==> src/rtl/bit_serializer.sv <==
// Parallel-to-serial stage: WIDTH-bit word in over valid/ready, one bit per clock out.
// Define BITSER_LSB_FIRST_EN for LSB-first order; default build is MSB-first.
module bit_serializer #(
  parameter int WIDTH = 8
) (
  input  logic             clk,
  input  logic             rst,
  input  logic [WIDTH-1:0] din,
  input  logic             din_valid,
  output logic             din_ready,
  output logic             x_out,
  output logic             x_valid,
  output logic             x_last,
  output logic             busy
);

  localparam int CW = $clog2(WIDTH);
  localparam logic [CW-1:0] LAST = CW'(WIDTH - 1);

  typedef enum logic {IDLE = 1'b0, SHIFT = 1'b1} state_t;

  state_t           state_q, state_d;
  logic [WIDTH-1:0] sreg_q, sreg_d;
  logic [CW-1:0]    cnt_q, cnt_d;
  logic             x_out_q, x_out_d;
  logic             x_valid_q, x_valid_d;
  logic             x_last_q, x_last_d;
  logic             busy_q, busy_d;
  logic             xfer_s;
  logic             at_last_s;

`ifdef BITSER_LSB_FIRST_EN
  function automatic logic first_bit(input logic [WIDTH-1:0] s);
    return s[0];
  endfunction

  function automatic logic [WIDTH-1:0] advance(input logic [WIDTH-1:0] s);
    return {1'b0, s[WIDTH-1:1]};
  endfunction
`else
  function automatic logic first_bit(input logic [WIDTH-1:0] s);
    return s[WIDTH-1];
  endfunction

  function automatic logic [WIDTH-1:0] advance(input logic [WIDTH-1:0] s);
    return {s[WIDTH-2:0], 1'b0};
  endfunction
`endif

  // Ready depends only on state and counter so upstream may wait on it.
  assign at_last_s = (state_q == SHIFT) && (cnt_q == LAST);
  assign din_ready = (state_q == IDLE) || at_last_s;
  assign xfer_s    = din_valid && din_ready;

  // Next-state and next-output computation.
  always_comb begin
    state_d = state_q;
    sreg_d  = sreg_q;
    cnt_d   = cnt_q;
    case (state_q)
      IDLE: begin
        if (xfer_s) begin
          state_d = SHIFT;
          sreg_d  = din;
          cnt_d   = {CW{1'b0}};
        end else begin
          state_d = IDLE;
        end
      end
      SHIFT: begin
        if (cnt_q == LAST) begin
          if (xfer_s) begin
            sreg_d = din;
            cnt_d  = {CW{1'b0}};
          end else begin
            state_d = IDLE;
            sreg_d  = advance(sreg_q);
            cnt_d   = {CW{1'b0}};
          end
        end else begin
          sreg_d = advance(sreg_q);
          cnt_d  = cnt_q + CW'(1);
        end
      end
      default: begin
        state_d = IDLE;
        sreg_d  = {WIDTH{1'b0}};
        cnt_d   = {CW{1'b0}};
      end
    endcase

    // Outputs describe the bit that will be on the wire after the edge.
    x_valid_d = (state_d == SHIFT);
    busy_d    = x_valid_d;
    x_out_d   = x_valid_d ? first_bit(sreg_d) : 1'b0;
    x_last_d  = x_valid_d && (cnt_d == LAST);
  end

  // State and registered outputs; reset wins over a simultaneous transfer.
  always_ff @(posedge clk) begin
    if (rst) begin
      state_q   <= IDLE;
      sreg_q    <= {WIDTH{1'b0}};
      cnt_q     <= {CW{1'b0}};
      x_out_q   <= 1'b0;
      x_valid_q <= 1'b0;
      x_last_q  <= 1'b0;
      busy_q    <= 1'b0;
    end else begin
      state_q   <= state_d;
      sreg_q    <= sreg_d;
      cnt_q     <= cnt_d;
      x_out_q   <= x_out_d;
      x_valid_q <= x_valid_d;
      x_last_q  <= x_last_d;
      busy_q    <= busy_d;
    end
  end

  assign x_out   = x_out_q;
  assign x_valid = x_valid_q;
  assign x_last  = x_last_q;
  assign busy    = busy_q;

endmodule

==> config.mk <==
export PLATFORM = sky130hd
export DESIGN_NAME = bit_serializer
export DESIGN_NICKNAME = d
export VERILOG_FILES = /design/src/rtl/bit_serializer.sv
export SDC_FILE = /design/constraint.sdc
export NUM_CORES = 1
export LEC_CHECK = 0
export CAP_MARGIN = 15
export CORE_MARGIN = 2
export CORE_UTILIZATION = 45
export CTS_CLUSTER_DIAMETER = 120
export CTS_CLUSTER_SIZE = 14
export DETAILED_ROUTE_END_ITERATION = 7
export GPL_TIMING_DRIVEN = 0
export PLACE_DENSITY = 0.76
export SLEW_MARGIN = 0
export SYNTH_ARGS = -nofsm -noshare
export SYNTH_HDL_FRONTEND = slang
export SYNTH_SLANG_ARGS = --single-unit
==> constraint.sdc <==
create_clock -name clk -period 1.85 [get_ports clk]
set_clock_uncertainty 0.05 [all_clocks]
set_input_delay 0.555 -clock clk [delete_from_list [all_inputs] [get_ports clk]]
set_output_delay 0.555 -clock clk [all_outputs]
set_load 0.05 [all_outputs]
==> results.md, run 1 <==
- # fillers: 124
- Critical path class: reg -> out
- Area of the multi-input gates: 355 um^2
- Initial Util: 0.485
- Synth Area in Compound Gates: 0.163
- Syn nets: 79
- WL final: 1250 um
- Total power: 0.630 mW
- CTS tree: yes
- Clock share of power: 0.253
- Synth warn: 0
- Rows: 13
- Minimum clock period: 1860 ps
- Cell Area, Synth: 631 um^2
- H-Tree Depth: 1
- Synth Area in XOR/XNOR: 0
- CP Cell Sequence: ha_4 -> ha_4 -> nor2b_4 -> inv_2 -> buf_6
- Largest family of logic cells by synthesized area: simple AND/OR/NAND/NOR gates
- Placer Congestion: 0.718
- Hold Path Origin: sreg_q[0]
- Post-synthesis mux area share: 0.0655
- Clk_lat worst skew: 270 ps
- Final period utilization: 1.01
- CP bufs+invs: 2
- Worst Reg-to-Reg Cells: 6
- ANT nets after route: 0
- Worst Tran Pin Value: 492 ps
- Critical Path Most Common Cell: ha_4
- CP max stage delay: 340 ps
- Top Family by Delay on Critical Path: flip-flops
- Post-synth top area share: 0.444
- Worst hold stages: 1
- Routed vias: 535
- Leakage: 0.355 nW
- Chip height: 41.4 um
- Reg2reg end: sreg_q[5]
- Nets: 101
- DR top layer: met3
- Met2 WL: 579 um
- CP Launch Type: flop
- Ys flop type: dfxtp_1
- Crit end category: primary output
- Clock transition at path regs: 70 ps
- Post-CTS Hold Buffers: 0
- Simple-gate share of the synthesized area: 0.248
- Flops & latches, synth: 14
- Largest area contributor in the synthesized netlist: dfxtp_1
- Final Hold Viols: 0
- Hold WS: 481 ps
- Global-route wire length before repair: 2100 um
- Hold Crit Endpoint: sreg_q[1]
- P&R area growth vs syn: 37.9%
- Max FO, Critical Path: 4
- Count leader, synth: dfxtp_1
- Pwr/cell area: 725 nW/um^2
- Area contributors post-synth: dfxtp_1, o221a_1, nor2_1
- Num Clock Sinks: 14
- Grt ovf: 0
- ANT cells: 0
- Post-route setup slack: -14.1 ps
- TritonCTS buffer count: 3
- Slew HR: 0.673
- Wl on met1: 597 um
- Sw Ratio: 0.264
- Io pins: 16
- Proportion of layout cells with a drive suffix above 1: 0.233
- Fmax: 536 MHz
- FF-to-FF setup slack: 470 ps
- Initial antenna violation count: 0
- RR Startpoint: cnt_q[0]
- CP max stage cell: dfxtp_2
- DP HPWL: 943 um
- Ys async rst share: 0
- Port Buffers: 15
- WP data arrival: 1260 ps
- Core Footprint: 1300 um^2
- Root buffer cell: clkbuf_4
- Pint: 0.464 mW
- Mapped Avg Cell Area: 9.55 um^2
- Sequential-to-total area share from yosys stat: 0.444
- Total track usage: 0.156
- Clock Path Buffers: 2
- Max Slew Vio Count: 0
- Adder-Cell Fraction of Synth Area: 0.0397
- Routed length per instance: 12.4 um
- CP Data Required Time: 1240 ps
- Hold Crit Class: reg -> reg
- # DRC: 0
- Status: complete, but fails checks
- Die W: 41.4 um
- Max cap viols: 0
- Die ar.: 1720 um^2
- Drt first pass iters: 4
- Synth cell types: 25
- Synth top cells by count: dfxtp_1, nor2_1, nor3_1, o221a_1, nand2_1
- Routed wl met3: 76 um
- # setup viols final: 1
- Switching power: 0.166 mW
- Largest net degree at the start of global routing: 11
- Vias in the first global route: 488
- EDFF count, synth: 0
- Gate power share: 0.214
- Post-Place Worst Slack: -452 ps
- Worst vdd ir: 0.490 mV
- Share of total power in sequential cells: 0.534
- Failing checks: setup timing
- Starting DRT DRC Count: 6
- RSZ-0062 raised after global routing: true
- Vias/cell: 5.30
- Setup_tns: -14.1 ps
- Gate Count Post-Synth: 66
- Sequential cell area: 283 um^2
routing by layer:
layer | GRT usage | vias to the layer above
met2 | 0.225 | 9
met3 | 0.0913 | 0
met5 | 0 | -
met1 | 0.199 | 248
li1 | - | 278
met4 | 0.0387 | 0
power by group through the flow:
stage               Sequential [mW]  Combinational [mW]  Clock, mW
finish                        0.336               0.135      0.159
global route                  0.338               0.147      0.177
CTS                           0.334               0.131      0.166
detailed placement            0.341               0.129          0
global placement              0.341               0.127          0
floorplan                     0.348              0.0715          0
sequential cells by signal (all words and copies together) (netlist names):
register and count:
busy 1, cnt_q 3, sreg_q 8, x_last 1
x_out 1
worst reg2reg max path: stages, from the launching register on:
cell and delay (ps):
dfxtp_2 370, ha_4 150, ha_4 150, nor2b_4 50, inv_2 50, nand2_1 150, a2111oi_2 320
cells in the final DEF, fill, tap and decap left out, drive strengths merged:
| cell type | netlist | final |
|---|---|---|
| nand2 | 4 | 4 |
| buf | 3 | 6 |
| dfxtp | 14 | 14 |
| and3b | 1 | 1 |
| o21a | 1 | 1 |
| a211oi | 1 | 1 |
| ha | 2 | 2 |
| nor3 | 6 | 6 |
| inv | 1 | 1 |
| o221a | 5 | 5 |
| a2111oi | 1 | 1 |
| clkdlybuf4s18 | 0 | 1 |
| clkdlybuf4s50 | 0 | 10 |
| clkdlybuf4s15 | 0 | 1 |
| nor2 | 12 | 12 |
| dlygate4sd2 | 0 | 2 |
| mux2 | 1 | 1 |
| nand3 | 1 | 1 |
| a22oi | 1 | 1 |
| or3b | 1 | 1 |
| a21oi | 1 | 1 |
| nor2b | 3 | 3 |
| nor4 | 1 | 1 |
| and4b | 1 | 1 |
| nand2b | 1 | 1 |
| mux2i | 3 | 3 |
| clkbuf | 1 | 4 |
final cells by class:
class | instances | share of cell area
Buffer | 4 | 0.0245
Clock buffer | 3 | 0.0259
Inverter | 1 | 0.00432
Multi-Input combinational cell | 47 | 0.409
Sequential cell | 14 | 0.325
Tap cell | 15 | 0.0216
Timing Repair Buffer | 17 | 0.190
timing repair:
action,4_1_cts,5_1_grt
resized for setup,18,5
pin swaps,0,0
setup endpoints to repair,5,1
setup buffers,1,1
cloned,0,0
kinds of logic after synthesis:
group | Yosys count
simple gates | 31
flops | 14
compound gates | 10
buf+inv | 5
mux | 4
fa+ha+maj | 2
metrics by stage:
step | area (um^2) | utilization | cells
after floorplan | 631 | - | 66
after global placement | 800 | 0.614 | 96
after detailed placement | 800 | 0.614 | 96
after CTS | 833 | 0.640 | 100
after global routing | 870 | 0.668 | 101
final | 870 | 0.668 | 101
worst max-delay path by stage:
stage,startpoint,end,slack [ps],cells past startpoint
3_3_place_gp,cnt_q[0],din_ready,-460,5
5_1_grt,cnt_q[0],din_ready,-60,5
3_5_place_dp,cnt_q[0],din_ready,-450,5
6_report,cnt_q[0],din_ready,-10,5
2_1_floorplan,busy,din_ready,100,2
4_1_cts,cnt_q[0],din_ready,-120,5
Note: power is estimated with default switching activity, not from simulation.
==> run 2, diff against run 1 <==
Settings changed: TNS_END_PERCENT set to 1.
==> run 2 against run 1 <==
The run still ends with setup timing left. Design area fell by 1.2%. Wire length rose by 0.48%. Clock-buffer cell count unchanged. Combinational power barely moved. Flip-flop and latch count unchanged. Die area unchanged. Core utilization decreased by 0.77 points. Maximum frequency is essentially flat. Largest cell class unchanged.
==> results.md, run 2 (same netlist as run 1, synthesis figures left out) <==
- # DRC: 0 (unchanged)
- Largest net degree at the start of global routing: 11 (unchanged)
- Worst Tran Pin Value: 492 ps (-0.0445 ps)
- Leakage: 0.355 nW (about the same)
- Hold Crit Class: reg -> reg
- Biggest register: sreg_q
- # setup viols final: 1 (unchanged)
- Global-route wire length before repair: 2110 um (+0.67%)
- Routed vias: 540 (+0.93%)
- Max reg flops: 8 (unchanged)
- RSZ-0062 raised after global routing: true
- Vias/cell: 5.35 (+0.93%)
- Worst vdd ir: 0.489 mV (about the same)
- Post-route setup slack: -13.3 ps (+0.791 ps)
- Crit end category: primary output
- Die W: 41.4 um (unchanged)
- Worst hold stages: 1 (unchanged)
- Max cap viols: 0 (unchanged)
- ANT cells: 0 (unchanged)
- Root buffer cell: clkbuf_4
- Initial Util: 0.485 (unchanged)
- Final Hold Viols: 0 (unchanged)
- Grt ovf: 0 (unchanged)
- Failing checks: setup timing
- Nets: 101 (unchanged)
- Most frequent cells in the layout: dfxtp_1, nor2_1, clkdlybuf4s50_1, nor3_1, o221a_1
- CP Data Required Time: 1240 ps (about the same)
- CTS tree: yes
- Slew HR: 0.673 (about the same)
- RR Startpoint: cnt_q[0]
- Proportion of layout cells with a drive suffix above 1: 0.221 (-0.0116)
- DP HPWL: 943 um (unchanged)
- TritonCTS buffer count: 3 (unchanged)
- Top Registers: sreg_q (8), cnt_q (3)
- Pwr/cell area: 733 nW/um^2 (+1.1%)
- Port Buffers: 15 (unchanged)
- Io pins: 16 (unchanged)
- Chip height: 41.4 um (unchanged)
- Num Clock Sinks: 14 (unchanged)
- Max FO, Critical Path: 4 (unchanged)
- Critical path class: reg -> out
- Die ar.: 1720 um^2 (unchanged)
- Hold Crit Endpoint: sreg_q[1]
- WP data arrival: 1260 ps (about the same)
- Status: complete, but fails checks
- Clock Path Buffers: 2 (unchanged)
- Worst Reg-to-Reg Cells: 6 (unchanged)
- Fmax: 537 MHz (about the same)
- Final core occ: 0.661 (-0.00769)
- H-Tree Depth: 1 (unchanged)
- Core Footprint: 1300 um^2 (unchanged)
- Clock transition at path regs: 70 ps (about the same)
- Rows: 13 (unchanged)
- Clk_lat worst skew: 280 ps (about the same)
- FF-to-FF setup slack: 470 ps (about the same)
- Placer Congestion: 0.718 (unchanged)
- Final period utilization: 1.01 (about the same)
- Minimum clock period: 1860 ps (-0.791 ps)
- Hold Path Origin: sreg_q[0]
- Vias in the first global route: 488 (unchanged)
- ANT nets after route: 0 (unchanged)
- Drt first pass iters: 5 (+1)
- WL final: 1260 um (+0.48%)
- Max Slew Vio Count: 0 (unchanged)
- Initial antenna violation count: 0 (unchanged)
- P&R area growth vs syn: 36.3%
- Reg2reg end: sreg_q[5]
- Routed length per instance: 12.5 um (+0.48%)
- Total power: 0.630 mW (about the same)
- Total track usage: 0.157 (+0.000904)
- CP Launch Type: flop
- Most common cell after layout, fill and taps aside: dfxtp_1
- Starting DRT DRC Count: 9 (+3)
run 2: worst max path at each step:
stage / start / end / slack [ps]
4_1_cts: cnt_q[0] / din_ready / -120
2_1_floorplan: busy / din_ready / 100
6_report: cnt_q[0] / din_ready / -10
3_3_place_gp: cnt_q[0] / din_ready / -460
5_1_grt: cnt_q[0] / din_ready / -60
3_5_place_dp: cnt_q[0] / din_ready / -450
run 2: through the flow:
stage | area [um^2] | hold WS [ps] | setup slack [ps] | TNS (ps) | std cells
after floorplan | 631 | 422 | 98.4 | 0 | 66
after CTS | 827 | 478 | -117 | -177 | 100
after detailed placement | 800 | 456 | -452 | -1100 | 96
after global routing | 860 | 498 | -56.1 | -56.1 | 101
final | 860 | 468 | -13.3 | -13.3 | 101
after global placement | 800 | 444 | -457 | -1120 | 96
run 2: cell type report:
type / instances / area (um^2)
plain buffers: 4 / 21.3
clock buffers: 3 / 22.5
fillers: 126 / 442
inverters: 1 / 3.75
multi-input cells: 47 / 355
flip-flops and latches: 14 / 282
well taps: 15 / 18.8
repair buffers: 17 / 156
run 2: worst max-delay path: stages (launching register included):
cell and delay (ps):
dfxtp_2 340, ha_4 170, ha_4 170, nor2b_4 120, inv_2 50, buf_6 140
run 2: report_power, final:
part | total, mW | internal, mW | switching, mW
logic | 0.133 | 0.0650 | 0.0682
clock network | 0.161 | 0.0755 | 0.0855
registers | 0.336 | 0.322 | 0.0141
total | 0.630 | 0.462 | 0.168
run 2: what timing repair did:
action                                  CTS  global route
buffers inserted                          1             1
endpoints found under the setup margin    5             2
gates resized for setup                  14             7
hold buffers                              0             0
run 2: layer usage:
| metal | global-route usage | wire (um) | vias to the layer above | part of all wire |
|---|---|---|---|---|
| met5 | 0 | 0 | - | 0 |
| met4 | 0.0387 | 5 | 0 | 0.0040 |
| met3 | 0.0913 | 87 | 2 | 0.069 |
| met2 | 0.225 | 557 | 9 | 0.44 |
| met1 | 0.202 | 609 | 250 | 0.48 |
| li1 | - | - | 279 | - |
==> run 3, diff against run 2 <==
Settings changed: CAP_MARGIN 15 to unset.
==> results of run 3 <==
No change in the layout: final DEF, timing and power equal those of run 2.
